## src/rtl/rv32i_pipe_ctrl_pkg.sv

```systemverilog
// Shared definitions for the RV32I pipeline control slice: stage indices,
// sequencer state encoding and a stage-mask helper.
package rv32i_pipe_ctrl_pkg;

  localparam int STG_IF  = 0;
  localparam int STG_ID  = 1;
  localparam int STG_EX  = 2;
  localparam int STG_MEM = 3;
  localparam int STG_WB  = 4;

  typedef enum logic {
    PC_RUN,
    PC_FLUSH
  } pipe_ctrl_state_t;

  // Bits [hi:0] set; callers truncate to their stage count.
  function automatic logic [31:0] stage_mask_upto(input int hi);
    logic [31:0] m;
    m = '0;
    for (int k = 0; k < 32; k++) begin
      if (k <= hi) m[k] = 1'b1;
    end
    return m;
  endfunction

endpackage

```

## src/rtl/rv32i_pipe_ctrl_event_counter.sv

```systemverilog
// Free-running event counter: +1 per cycle with i_inc high, wraps modulo 2^CNT_W.
module rv32i_event_counter #(
  parameter int CNT_W = 32
) (
  input  logic             i_clk,
  input  logic             i_rst_n,
  input  logic             i_inc,
  output logic [CNT_W-1:0] o_count
);

  logic [CNT_W-1:0] r_count;

  always_ff @(posedge i_clk or negedge i_rst_n) begin
    if (!i_rst_n) begin
      r_count <= '0;
    end else if (i_inc) begin
      r_count <= r_count + CNT_W'(1);
    end
  end

  assign o_count = r_count;

endmodule

```

## src/rtl/rv32i_pipe_ctrl.sv

```systemverilog
// Stall/flush sequencer for the 5-stage RV32I core: merges stage stall requests,
// EX redirects and WB traps into per-stage stall/flush and the fetch PC load.
module rv32i_pipe_ctrl
  import rv32i_pipe_ctrl_pkg::*;
#(
  parameter int NUM_STAGES   = 5,
  parameter int ALU_STAGE    = STG_EX,
  parameter int FLUSH_CYCLES = 2,
  parameter int CNT_W        = 32
) (
  input  logic                  i_clk,
  input  logic                  i_rst_n,
  input  logic [NUM_STAGES-1:0] i_stall_req,
  input  logic                  i_force_stall,
  input  logic                  i_change_pc,
  input  logic [31:0]           i_next_pc,
  input  logic                  i_trap,
  input  logic [31:0]           i_trap_pc,
  output logic [NUM_STAGES-1:0] o_stall,
  output logic [NUM_STAGES-1:0] o_flush,
  output logic                  o_pc_load,
  output logic [31:0]           o_pc_target,
  output logic                  o_busy,
  output logic [CNT_W-1:0]      o_stall_cycles,
  output logic [CNT_W-1:0]      o_redirects
);

  localparam int FC_W = (FLUSH_CYCLES > 1) ? $clog2(FLUSH_CYCLES) : 1;
  localparam logic [FC_W-1:0]       FC_RELOAD  = FC_W'(FLUSH_CYCLES - 1);
  localparam logic [NUM_STAGES-1:0] REDIR_MASK = NUM_STAGES'(stage_mask_upto(ALU_STAGE));
  localparam logic [NUM_STAGES-1:0] TRAP_MASK  = '1;

  pipe_ctrl_state_t      r_state;
  logic [FC_W-1:0]       r_cnt;
  logic [NUM_STAGES-1:0] r_mask;
  logic [31:0]           r_target;
  logic                  r_pc_load;

  logic [NUM_STAGES-1:0] w_flush;
  logic [NUM_STAGES-1:0] w_eff_req;
  logic [NUM_STAGES-1:0] w_stall;
  logic                  w_any_above;
  logic                  w_accept_trap;
  logic                  w_accept_redir;
  logic                  w_accept;

  assign w_flush   = (r_state == PC_FLUSH) ? r_mask : '0;
  assign w_eff_req = i_stall_req & ~w_flush;

  // A request at stage j freezes every younger stage 0..j as well.
  always_comb begin
    w_any_above = 1'b0;
    w_stall     = '0;
    for (int k = NUM_STAGES - 1; k >= 0; k--) begin
      w_any_above = w_any_above | w_eff_req[k];
      w_stall[k]  = i_force_stall | w_any_above;
    end
  end

  // Traps always win; a redirect needs a running pipe and an unstalled EX.
  assign w_accept_trap  = i_trap;
  assign w_accept_redir = (r_state == PC_RUN) & i_change_pc & ~w_stall[ALU_STAGE] & ~i_trap;
  assign w_accept       = w_accept_trap | w_accept_redir;

  always_ff @(posedge i_clk or negedge i_rst_n) begin
    if (!i_rst_n) begin
      r_state   <= PC_RUN;
      r_cnt     <= '0;
      r_mask    <= '0;
      r_target  <= '0;
      r_pc_load <= 1'b0;
    end else begin
      r_pc_load <= w_accept;
      if (w_accept) begin
        r_state  <= PC_FLUSH;
        r_cnt    <= FC_RELOAD;
        r_mask   <= w_accept_trap ? TRAP_MASK : REDIR_MASK;
        r_target <= w_accept_trap ? i_trap_pc : i_next_pc;
      end else begin
        case (r_state)
          PC_RUN: begin
            r_state <= PC_RUN;
          end
          PC_FLUSH: begin
            // A debug freeze holds the flush window open.
            if (!i_force_stall) begin
              if (r_cnt == '0) begin
                r_state <= PC_RUN;
              end else begin
                r_cnt <= r_cnt - FC_W'(1);
              end
            end
          end
          default: begin
            r_state <= PC_RUN;
          end
        endcase
      end
    end
  end

  rv32i_event_counter #(.CNT_W(CNT_W)) u_stall_cnt (
    .i_clk   (i_clk),
    .i_rst_n (i_rst_n),
    .i_inc   (|w_stall),
    .o_count (o_stall_cycles)
  );

  rv32i_event_counter #(.CNT_W(CNT_W)) u_redir_cnt (
    .i_clk   (i_clk),
    .i_rst_n (i_rst_n),
    .i_inc   (w_accept),
    .o_count (o_redirects)
  );

  assign o_stall     = w_stall;
  assign o_flush     = w_flush;
  assign o_pc_load   = r_pc_load;
  assign o_pc_target = r_target;
  assign o_busy      = (r_state == PC_FLUSH);

endmodule

```

## config.mk

```make
export PLATFORM = sky130hd
export DESIGN_NAME = rv32i_pipe_ctrl
export DESIGN_NICKNAME = d
export VERILOG_FILES = /design/src/rtl/rv32i_pipe_ctrl_pkg.sv /design/src/rtl/rv32i_pipe_ctrl_event_counter.sv /design/src/rtl/rv32i_pipe_ctrl.sv
export SDC_FILE = /design/constraint.sdc
export NUM_CORES = 1
export LEC_CHECK = 0
export CORE_ASPECT_RATIO = 0.8
export CORE_MARGIN = 2
export CORE_UTILIZATION = 27
export CTS_CLUSTER_DIAMETER = 80
export DETAILED_ROUTE_END_ITERATION = 6
export GPL_TIMING_DRIVEN = 0
export PLACE_DENSITY = 0.59
export SYNTH_ARGS = -nofsm -noshare
export SYNTH_HDL_FRONTEND = slang
export SYNTH_HIERARCHICAL = 1
export SYNTH_SLANG_ARGS = --single-unit
export TNS_END_PERCENT = 20
```

## constraint.sdc

```tcl
create_clock -name i_clk -period 2.59 [get_ports i_clk]
set_clock_uncertainty 0.1 [all_clocks]
set_input_delay 0.6475 -clock i_clk [delete_from_list [all_inputs] [get_ports i_clk]]
set_output_delay 0.6475 -clock i_clk [all_outputs]
set_load 0.1 [all_outputs]
```

Word-level counts from Yosys, hierarchy flattened
Index checks and enable logic that the tools add are counted.
{ "word_totals": {"regBits": 104, "word_cells": 43, "input_bits": 74} }
{ "op_classes": {"reduce_logical": 3, "bitwise": 18, "muxes": 11, "eq_ne": 1, "n_addsub": 3} }
{ "ops": {"columns": ["op", "n"], "rows": [
  ["adder 32 x 1 -> 32 bit, second input constant", 2],
  ["two-way mux 32 bit", 1],
  ["two-way mux 5 bit", 2],
  ["bitwise OR 1 bit", 10],
  ["two-way mux 1 bit", 7],
  ["bitwise AND 5 bit", 1],
  ["NOT 5 bit", 1],
  ["OR reduction 5 bit", 1],
  ["bitwise AND 1 bit", 3],
  ["NOT 1 bit", 3],
  ["!= test 2 x 1 -> 1 bit, second input constant", 1],
  ["case mux 1 bit (2 select lines)", 1],
  ["AND reduction 2 bit", 1],
  ["nonzero test 2 bit", 1],
  ["subtractor 1 bit, second input constant", 1]
]} }

Longest topological paths before layout
Gate-level depths: netlist of the first run.
{ "depth": {"ltp_word": 12, "ltp_mapped": 8, "depth_no_buf": 7} }

Cells and area by module
Netlist of the first run, hierarchy kept.
{ "by_module_without_submodules": {"columns": ["mod", "cells_each", "instances", "area_each_um2", "seq_area_each_um2"], "rows": [
  ["rv32i_event_counter", 123, 2, 1448.9, 800.8],
  ["rv32i_pipe_ctrl", 189, 1, 1876.8, 925.9]
]} }

Worst setup path after synthesis of the first run
No wires, ideal clock.
{ "synth_path": {"kind": "register -> output", "startpoint": "reg r_state (netlist: o_busy)", "endpoint": "out o_stall[2]", "required_ns": 1.842, "arrival_ns": 3.779, "setup_slack_ns": -1.936, "stages_incl_launch_ff": 3, "cell_sequence": "dfrtp_1 > and2_1 > o21ai_0"} }
{ "synth_via": {"elab_chain_cells": 6} }
{ "synth_lines": {"columns": ["element", "line", "rtl"], "rows": [
  ["start: declaration", "rv32i_pipe_ctrl.sv:33", "pipe_ctrl_state_t r_state;"],
  ["start signal: assignment", "rv32i_pipe_ctrl.sv:67", "r_state <= PC_RUN;"],
  ["start signal: assignment", "rv32i_pipe_ctrl.sv:75", "r_state <= PC_FLUSH;"],
  ["start signal: assignment", "rv32i_pipe_ctrl.sv:82", "r_state <= PC_RUN;"],
  ["two-way mux 5 bit (*)", "rv32i_pipe_ctrl.sv:47", "assign w_flush = (r_state == PC_FLUSH) ? r_mask : '0;"],
  ["NOT 5 bit (*)", "rv32i_pipe_ctrl.sv:48", "assign w_eff_req = i_stall_req & ~w_flush;"],
  ["bitwise AND 5 bit (*)", "rv32i_pipe_ctrl.sv:48", null],
  ["bitwise OR 1 bit", "rv32i_pipe_ctrl.sv:55", "w_any_above = w_any_above | w_eff_req[k];"],
  ["bitwise OR 1 bit (*)", "rv32i_pipe_ctrl.sv:55", null],
  ["bitwise OR 1 bit (*)", "rv32i_pipe_ctrl.sv:56", "w_stall[k] = i_force_stall | w_any_above;"],
  ["end: declaration", "rv32i_pipe_ctrl.sv:19", "output logic [NUM_STAGES-1:0] o_stall,"]
]} }
Every way passes the cells marked *; elsewhere a longest branch is shown, timed or not.

Worst setup path in the final report of the first run
{ "layout_path": {"startpoint": "in i_stall_req[4]", "endpoint": "out o_stall[3]"} }
{ "layout_via": {"elab_chain_cells": 3} }
{ "layout_lines": {"columns": ["element", "line", "rtl"], "rows": [
  ["start: declaration", "rv32i_pipe_ctrl.sv:13", "input logic [NUM_STAGES-1:0] i_stall_req,"],
  ["bitwise AND 5 bit", "rv32i_pipe_ctrl.sv:48", null],
  ["bitwise OR 1 bit", "rv32i_pipe_ctrl.sv:55", null],
  ["bitwise OR 1 bit", "rv32i_pipe_ctrl.sv:56", null]
]} }
Every way passes these cells.

==> impl_metrics.env, run 1 <==
export IMPL_status="finished, final reports clean"
export IMPL_via_per_inst=4.87
export IMPL_cap_violations=0
export IMPL_tightestPinTransition_ns=1.01
export IMPL_power_w=0.00553
export IMPL_drive_gt1_share_pct=13.4
export IMPL_std_cell_rows=43
export IMPL_grt_first_pass_wirelength_mm=23.3
export IMPL_internal_power_w=0.00301
export IMPL_slowest_delay_ns=0.25
export IMPL_n_antenna_cell=0
export IMPL_cts_sinks=101
export IMPL_track_usage_pct=15.6
export IMPL_report_final_slew_viol_count=0
export IMPL_dr_pass1_iters=4
export IMPL_dieArea_um2=18800
export IMPL_start_util_pct=27.6
export IMPL_layout_nets=713
export IMPL_fin_cells=867
export IMPL_dp_slack_ns=-1.20
export IMPL_r2r_slack_ns=0.13
export IMPL_startpoint_type="input pin"
export IMPL_fin_crit_ns=2.57
export IMPL_core_um2=17300
export IMPL_yosys_warnings=6
export IMPL_synth_seq_cells=101
export IMPL_multi_input_area_um2=2190
export IMPL_synth_yosys_seq_area_share_pct=52.9
export IMPL_dpl_hpwl_mm=11.0
export IMPL_netlist_area_leader_share_pct=52.9
export IMPL_synth_area_leaders="dfrtp_1 53%, xnor2_1 7.0%, a2bb2oi_1 5.0%"
export IMPL_switchingPower_w=0.00252
export IMPL_synthCells=435
export IMPL_min_period_over_period_pct=99.3
export IMPL_power_density_nw_per_um2=758
export IMPL_arrival_ns=1.83
export IMPL_h_tree_depth=3
export IMPL_hold_viol=0
export IMPL_p_leak_nw=3.35
export IMPL_syn_area_um2=4770
export IMPL_first_iter_violations=172
export IMPL_synth_ff_type="dfrtp_1"
export IMPL_fmax_mhz=389
export IMPL_worstPathRequired_ns=1.84
export IMPL_setup_viol=0
export IMPL_syn_nets=511
export IMPL_drt_total_wl_mm=14.5
export IMPL_drtAntennaViolNets=0
export IMPL_synth_top_cell_by_area="dfrtp_1"
export IMPL_most_common_layout_cells="100 x dfrtp_1, 98 x dlygate4sd2_1, 66 x clkdlybuf4s50_1"
export IMPL_antenna_found_initial=0
export IMPL_die_w_um=153
export IMPL_crit_slowest_cell="a21oi_4"
export IMPL_worst_hold_slack_ns=0.225
export IMPL_cp_cell_sequence="clkdlybuf4s15_1 > or2_1 > buf_6 > a21oi_4 > clkinvlp_4 > buf_12"
export IMPL_synth_cell_types=37
export IMPL_relSlewSlack_pct=33.2
export IMPL_hold_path_class="in2async"
export IMPL_final_common_cell="dfrtp_1"
export IMPL_setup_ws_ns=0.0171
export IMPL_end_kind="primary output"
export IMPL_grt_pass1_vias=4340
export IMPL_clk_path_buf_depth=2
export IMPL_seq_area_um2=2530
export IMPL_reg2regPathDepth=8
export IMPL_peakVddDrop_v=0.00113
export IMPL_fill_cells=1709
export IMPL_path_max_fanout=5
export IMPL_async_flop_share_pct=100
export IMPL_r2r_end="u_redir_cnt/o_count[11]"
export IMPL_die_y_um=123
export IMPL_grt_max_degree=54
export IMPL_cts_tree="done"
export IMPL_rsz0062_at_grt="yes"
export IMPL_sequentialPowerShare_pct=35.5
export IMPL_p_comb_share_pct=39.3
export IMPL_p_clk_share_pct=25.2
export IMPL_syn_to_final_growth_pct=52.8
export IMPL_gr_total_overflow=0
export IMPL_place_gp_congestion=0.824
export IMPL_cts_root_buf="clkbuf_16"
export IMPL_vias=4225
export IMPL_clkLatencyLatePin_ns=0.35
export IMPL_pin_count=182
export IMPL_portBuffers=181
export IMPL_clkTransAtPathRegs_ns=0.07
export IMPL_switching_share_pct=45.5
export IMPL_dp_cells=842
export IMPL_crit_type="in2out"
export IMPL_routedWlPerCell_um=16.7
export IMPL_rr_startpoint="o_busy"
export IMPL_cts_made_buffers=9
export IMPL_drcViolationCount=0
export IMPL_syn_avg_cell_area_um2=11.0
export IMPL_hold_buffers=0
export IMPL_synth_edf_count=0
[worst max-delay path by stage]
stage                        start                       to  depth (start not counted)
CTS                    i_change_pc  u_redir_cnt/o_count[23]                          8
detailed placement  i_stall_req[4]               o_stall[3]                          6
finish              i_stall_req[4]               o_stall[3]                          6
global placement           i_rst_n                   o_busy                          1
global route        i_stall_req[4]               o_stall[3]                          6
floorplan            i_force_stall  u_redir_cnt/o_count[23]                          7
[registers in the layout, summed over array words and instances (netlist names)]
name	count
u_redir_cnt/o_count	32
r_mask	2
o_pc_target	32
u_stall_cnt/o_count	32
o_busy	1
r_cnt	1
o_pc_load	1
[critical path: cells and delay by family]
kind	cells	cell delay [ns]
compound gates	1	0.25
buf+inv	4	0.69
simple gates	1	0.24
[per-stage QoR]
| stage | setup TNS (ns) | util (%) | instance area [um^2] |
|---|---|---|---|
| detailed placement | -41.04 | 40.0 | 6930 |
| floorplan | -0.141 | - | 4810 |
| finish | 0 | 42.1 | 7300 |
| global route | -0.0195 | 42.1 | 7300 |
| global placement | -369.81 | 39.8 | 6900 |
| CTS | 0 | 41.8 | 7240 |
[final cells by class]
cell class / instances / share of cell area [%]
clock inverter: 5 / 0.789
multi-input combinational: 301 / 30.0
buffer: 22 / 1.90
clock buffer: 11 / 3.33
sequential: 101 / 34.7
inverter: 10 / 0.566
tap: 225 / 3.86
timing repair buffer: 192 / 24.9
[synth_stat cells (3+ instances only)]
cell type and number:
a2bb2oi_1 27, a31oi_1 32, and2_1 5, and3_1 8, and4_1 6, buf_2 4, buf_4 3, buf_6 3
clkbuf_1 11, dfrtp_1 101, inv_1 10, nand2_1 24, nand3_1 23, nand4_1 20, nor2_1 13, nor3_1 11
nor4_1 8, nor4_2 4, o21ai_0 9, o21ai_1 26, o21ai_2 4, xnor2_1 38, xor2_1 24
[routing by layer]
metal  up-vias  wire length [um]  part of all wire [%]  global-route usage (%)
met5         -                 0                     0                       0
met4         0               168                   1.2                    3.70
met3        14               772                   5.3                    4.31
met2       105              6740                    47                    24.9
met1      2095              6790                    47                    21.3
li1       2011                 -                     -                       -
[power groups by stage]
stage	logic [W]	registers, W	clock network [W]
3_3_place_gp	0.00225	0.00199	0
2_1_floorplan	0.000444	0.00315	0
5_1_grt	0.00226	0.00200	0.00150
6_report	0.00217	0.00196	0.00139
3_5_place_dp	0.00226	0.00200	0
4_1_cts	0.00217	0.00197	0.00144
[repair_timing]
action / CTS / global route
pin swaps: 6 / 8
endpoints found under the setup margin: 155 / 30
resized for setup: 165 / 11
buffers inserted: 6 / 4
[logic make-up after synthesis]
logic type | after synthesis | synth area share [%]
xor gates and xnor gates | 62 | 11.4
DFF | 101 | 52.9
buffers and inverters | 33 | 3.64
and+or+nand+nor | 134 | 17.1
adders and majority gates | 2 | 0.524
AOI/OAI and AO/OA | 101 | 13.9
muxes | 2 | 0.472
Power figures use the tool's default switching activity.
==> run 2, diff against run 1 <==
--- a/config.mk
+++ b/config.mk
@@ -5,8 +5,8 @@
 export SDC_FILE = /design/constraint.sdc
 export NUM_CORES = 1
 export LEC_CHECK = 0
-export CORE_ASPECT_RATIO = 0.8
-export CORE_MARGIN = 2
+export CORE_ASPECT_RATIO = 1.1
+export CORE_MARGIN = 1
 export CORE_UTILIZATION = 27
 export CTS_CLUSTER_DIAMETER = 80
 export DETAILED_ROUTE_END_ITERATION = 6
==> run 2 against run 1 <==
  * The flow now finishes with violations (negative setup slack)
  * Die area down 2.9%
  * Global-route usage decreased by 0.068 points
  * Cell count is 0.46% higher
  * Sequential cell count stayed put
  * Wire length is 5.4% lower
  * Register-to-register slack is essentially flat
  * Non-clock buffer count shrank 5
  * First-iteration DRC count decreased by 12%
  * Sequential power barely moved
  * Hold slack better by 0.025 ns
  * Power shrank 1.6%
  * Critical path type is now in2reg
==> impl_metrics.env, run 2 (synthesis results as in run 1) <==
export IMPL_h_tree_depth=3
export IMPL_routedWlPerCell_um=15.7
export IMPL_syn_to_final_growth_pct=51.6
export IMPL_dr_pass1_iters=4
export IMPL_hold_path_class="in2async"
export IMPL_n_antenna_cell=0
export IMPL_start_util_pct=27.9
export IMPL_fmax_mhz=380
export IMPL_layout_nets=708
export IMPL_tightestPinTransition_ns=1.00
export IMPL_vias=4177
export IMPL_cts_made_buffers=9
export IMPL_drtAntennaViolNets=0
export IMPL_p_leak_nw=3.28
export IMPL_via_per_inst=4.80
export IMPL_clk_path_buf_depth=2
export IMPL_violations="negative setup slack"
export IMPL_cts_tree="done"
export IMPL_setup_viol=2
export IMPL_clkTransAtPathRegs_ns=0.07
export IMPL_portBuffers=181
export IMPL_hold_buffers=0
export IMPL_std_cell_rows=50
export IMPL_drcViolationCount=0
export IMPL_fill_cells=1712
export IMPL_power_density_nw_per_um2=752
export IMPL_path_max_fanout=6
export IMPL_crit_type="in2reg"
export IMPL_top_usage_layer="met2"
export IMPL_status="finished, violations left"
export IMPL_end_kind="flop"
export IMPL_worstPathRequired_ns=2.76
export IMPL_final_area_um2=7240
export IMPL_dieArea_um2=18200
export IMPL_peakVddDrop_v=0.000289
export IMPL_worst_hold_slack_ns=0.250
export IMPL_place_gp_congestion=0.800
export IMPL_relSlewSlack_pct=33.4
export IMPL_core_um2=17100
export IMPL_antenna_found_initial=0
export IMPL_cts_root_buf="clkbuf_16"
export IMPL_rsz0062_at_grt="yes"
export IMPL_met2_usage_pct=26.2
export IMPL_die_w_um=129
export IMPL_grt_pass1_vias=4205
export IMPL_most_common_layout_cells="100 x dfrtp_1, 99 x dlygate4sd2_1, 67 x clkdlybuf4s50_1"
export IMPL_drive_gt1_share_pct=13.2
export IMPL_track_usage_pct=15.6
export IMPL_cts_sinks=101
export IMPL_hold_viol=0
export IMPL_min_period_over_period_pct=102
export IMPL_grt_max_degree=57
export IMPL_startpoint_type="input pin"
export IMPL_final_common_cell="dfrtp_1"
export IMPL_clkLatencyLatePin_ns=0.35
export IMPL_gr_total_overflow=0
export IMPL_drt_total_wl_mm=13.7
export IMPL_report_final_slew_viol_count=0
export IMPL_grt_use_met1_pct=18.7
export IMPL_arrival_ns=2.81
export IMPL_use_met3_pct=4.45
export IMPL_die_y_um=141
export IMPL_fin_crit_ns=2.63
export IMPL_setup_ws_ns=-0.0443
export IMPL_first_iter_violations=151
export IMPL_grt_first_pass_wirelength_mm=22.2
export IMPL_dpl_hpwl_mm=10.4
export IMPL_dpl_cell_area_um2=6940
export IMPL_setup_tns_ns=-0.0511
export IMPL_r2r_slack_ns=0.13
export IMPL_cap_violations=0
export IMPL_pin_count=182
[run 2: final timing paths]
check | from | end | cells past startpoint
max | i_stall_req[1] | u_stall_cnt/o_count[23] | 7
min | i_rst_n | u_stall_cnt/o_count[20] | 1
max reg2reg | o_busy | u_stall_cnt/o_count[23] | 6
min reg2reg | u_redir_cnt/o_count[31] | u_redir_cnt/o_count[31] | 1
max in group asynchronous | i_rst_n | u_redir_cnt/o_count[1] | 2
min in group i_clk | u_redir_cnt/o_count[31] | u_redir_cnt/o_count[31] | 1
[run 2: critical path: stages]
cell             delay (ns)
clkdlybuf4s50_1        0.50
nor3_2                 0.08
o21ai_2                0.37
nand4_4                0.18
or4_4                  0.57
nor4_2                 0.29
xor2_1                 0.16
[run 2: cell type report]
class	count	area, um^2	area share [%]
Sequential cell	101	2530	35.0
Multi-Input combinational cell	301	2180	30.1
Timing Repair Buffer	187	1770	24.4
Clock buffer	10	239	3.30
Tap cell	234	293	4.04
Buffer	22	139	1.92
Inverter	10	41.3	0.570
Clock inverter	6	52.6	0.726
[run 2: power breakdown]
part           internal (W)  switching (W)
registers           0.00174       0.000221
logic              0.000473        0.00167
clock network      0.000695       0.000641
[run 2: metal layers]
metal | wire [um] | vias up
met5 | 0 | -
met4 | 256 | 0
met3 | 983 | 16
met2 | 6440 | 156
met1 | 6020 | 2008
li1 | - | 1997
[run 2: metrics by stage]
stage               power, W  utilization [%]  setup WS, ns  cells
floorplan            0.00359                -       -0.0471    435
global route         0.00568             42.2        -0.151    871
CTS                  0.00551             42.0       -0.0447    871
finish               0.00544             42.2       -0.0443    871
global placement     0.00422             40.3         -3.82    850
detailed placement   0.00425             40.5         -1.34    851
[run 2: what timing repair did]
item | 4_1_cts | 5_1_grt
buffers inserted | 5 | 0
resized for setup | 165 | 8
pin swaps | 5 | 2
endpoints found under the setup margin | 155 | 23
==> run 3, diff against run 2 <==
--- a/config.mk
+++ b/config.mk
@@ -12,6 +12,7 @@
 export DETAILED_ROUTE_END_ITERATION = 6
 export GPL_TIMING_DRIVEN = 0
 export PLACE_DENSITY = 0.59
+export SKIP_LAST_GASP = 1
 export SYNTH_ARGS = -nofsm -noshare
 export SYNTH_HDL_FRONTEND = slang
 export SYNTH_HIERARCHICAL = 1
==> run 3 against run 2 <==
  * The flow still finishes with violations (negative setup slack)
  * Maximum frequency fell by 2.7%
  * Critical path depth shrank 6
  * Combinational power up 6%
  * Largest power group unchanged
  * Critical endpoint is now o_stall_cycles[10]
==> impl_metrics.env, run 3 (synthesis results as in run 1) <==
export IMPL_final_area_um2=7430
export IMPL_layout_nets=713
export IMPL_tightestPinTransition_ns=1.01
export IMPL_setup_tns_ns=-3.24
export IMPL_setup_viol=64
export IMPL_die_y_um=141
export IMPL_drt_total_wl_mm=13.7
export IMPL_cp_cell_sequence="clkdlybuf4s50_1"
export IMPL_seq_area_um2=2530
export IMPL_relSlewSlack_pct=32.4
export IMPL_most_common_layout_cells="145 x clkdlybuf4s50_1, 100 x dfrtp_1, 38 x xnor2_1"
export IMPL_cap_violations=0
export IMPL_min_period_over_period_pct=105
export IMPL_pin_count=182
export IMPL_portBuffers=181
export IMPL_crit_family="buffers and inverters"
export IMPL_die_w_um=129
export IMPL_cts_made_buffers=9
export IMPL_fin_cells=876
export IMPL_clkLatencyLatePin_ns=0.35
export IMPL_gr_total_overflow=0
export IMPL_cts_root_buf="clkbuf_16"
export IMPL_dr_pass1_iters=4
export IMPL_dpl_cell_area_um2=6940
export IMPL_critPathBufInv=1
export IMPL_grt_max_degree=57
export IMPL_fmax_mhz=369
export IMPL_fin_crit_ns=2.71
export IMPL_cts_tree="done"
export IMPL_hold_path_class="in2async"
export IMPL_fill_cells=1659
export IMPL_final_common_cell="clkdlybuf4s50_1"
export IMPL_syn_to_final_growth_pct=55.6
export IMPL_setup_ws_ns=-0.118
export IMPL_crit_slowest_cell="clkdlybuf4s50_1"
export IMPL_dieArea_um2=18200
export IMPL_peakVddDrop_v=0.000300
export IMPL_hold_viol=0
export IMPL_track_usage_pct=15.5
export IMPL_rsz0062_at_grt="yes"
export IMPL_p_leak_nw=3.29
export IMPL_core_um2=17100
export IMPL_vias=4209
export IMPL_end_kind="primary output"
export IMPL_dp_cells=851
export IMPL_drtAntennaViolNets=0
export IMPL_first_iter_violations=151
export IMPL_hold_buffers=0
export IMPL_grt_pass1_vias=4190
export IMPL_h_tree_depth=3
export IMPL_n_antenna_cell=0
export IMPL_power_density_nw_per_um2=750
export IMPL_report_final_slew_viol_count=0
export IMPL_antenna_found_initial=0
export IMPL_drive_gt1_share_pct=12.9
export IMPL_r2r_slack_ns=0.20
export IMPL_status="finished, violations left"
export IMPL_slowest_delay_ns=1.17
export IMPL_via_per_inst=4.80
export IMPL_std_cell_rows=50
export IMPL_grt_first_pass_wirelength_mm=22.1
export IMPL_startpoint_type="flop"
export IMPL_routedWlPerCell_um=15.6
export IMPL_power_w=0.00557
export IMPL_worstPathRequired_ns=1.84
export IMPL_clk_path_buf_depth=2
export IMPL_place_gp_congestion=0.800
export IMPL_clkTransAtPathRegs_ns=0.07
export IMPL_cts_sinks=101
export IMPL_path_max_fanout=6
export IMPL_arrival_ns=1.96
export IMPL_start_util_pct=27.9
export IMPL_crit_type="reg2out"
export IMPL_dpl_hpwl_mm=10.4
export IMPL_multi_input_area_um2=2160
export IMPL_drcViolationCount=0
export IMPL_violations="negative setup slack"
export IMPL_dp_slack_ns=-1.34
-- run 3: cell types whose count changed in the layout (fill, tap and decap cells not counted), sizes merged --
cell / before / now
dlygate4sd2: 99 / 3
dlymetal6s2s: 1 / 19
clkdlybuf4s50: 67 / 145
clkdlybuf4s15: 7 / 9
buf: 25 / 28
-- run 3: cell type report --
cell class / count / area share [%]
Sequential cell: 101 / 34.1
Multi-Input combinational cell: 301 / 29.0
Timing Repair Buffer: 192 / 26.6
Tap cell: 234 / 3.94
Clock buffer: 10 / 3.22
Buffer: 22 / 1.87
Clock inverter: 6 / 0.707
Inverter: 10 / 0.556
-- run 3: path summary, 6_finish.rpt --
kind | start | end | cells after the start
worst max-delay path | u_stall_cnt/o_count[10] | o_stall_cycles[10] | 1
worst min-delay path | i_rst_n | u_stall_cnt/o_count[20] | 1
worst max register to register | o_busy | u_stall_cnt/o_count[23] | 6
worst min register to register | u_redir_cnt/o_count[31] | u_redir_cnt/o_count[31] | 1
max in group asynchronous | i_rst_n | u_redir_cnt/o_count[1] | 2
min in group i_clk | u_redir_cnt/o_count[31] | u_redir_cnt/o_count[31] | 1
-- run 3: metal layers --
metal / up-vias / track usage, % / wire length, um
met1: 2032 / 18.7 / 6060
met3: 16 / 4.30 / 930
met2: 151 / 26.1 / 6430
met5: - / 0 / 0
li1: 2010 / - / -
met4: 0 / 6.01 / 255
-- run 3: per-stage QoR --
| stage | hold WS, ns | util, % |
|---|---|---|
| after floorplan | 0.252 | - |
| after global placement | 0.350 | 40.3 |
| final | 0.252 | 43.3 |
| after global routing | 0.316 | 43.3 |
| after detailed placement | 0.356 | 40.5 |
| after CTS | 0.289 | 42.7 |
-- run 3: what timing repair did --
action                     CTS  global route
gates resized for setup     64            23
setup endpoints to repair  155           123
buffers inserted             5             5
pin swaps                    5             2
gates cloned                 0             0
-- run 3: where the power goes --
group          internal [W]  total, W  switching, W
registers           0.00174   0.00197      0.000225
logic              0.000593   0.00227       0.00167
clock network      0.000694   0.00133      0.000640
total               0.00303   0.00557       0.00254
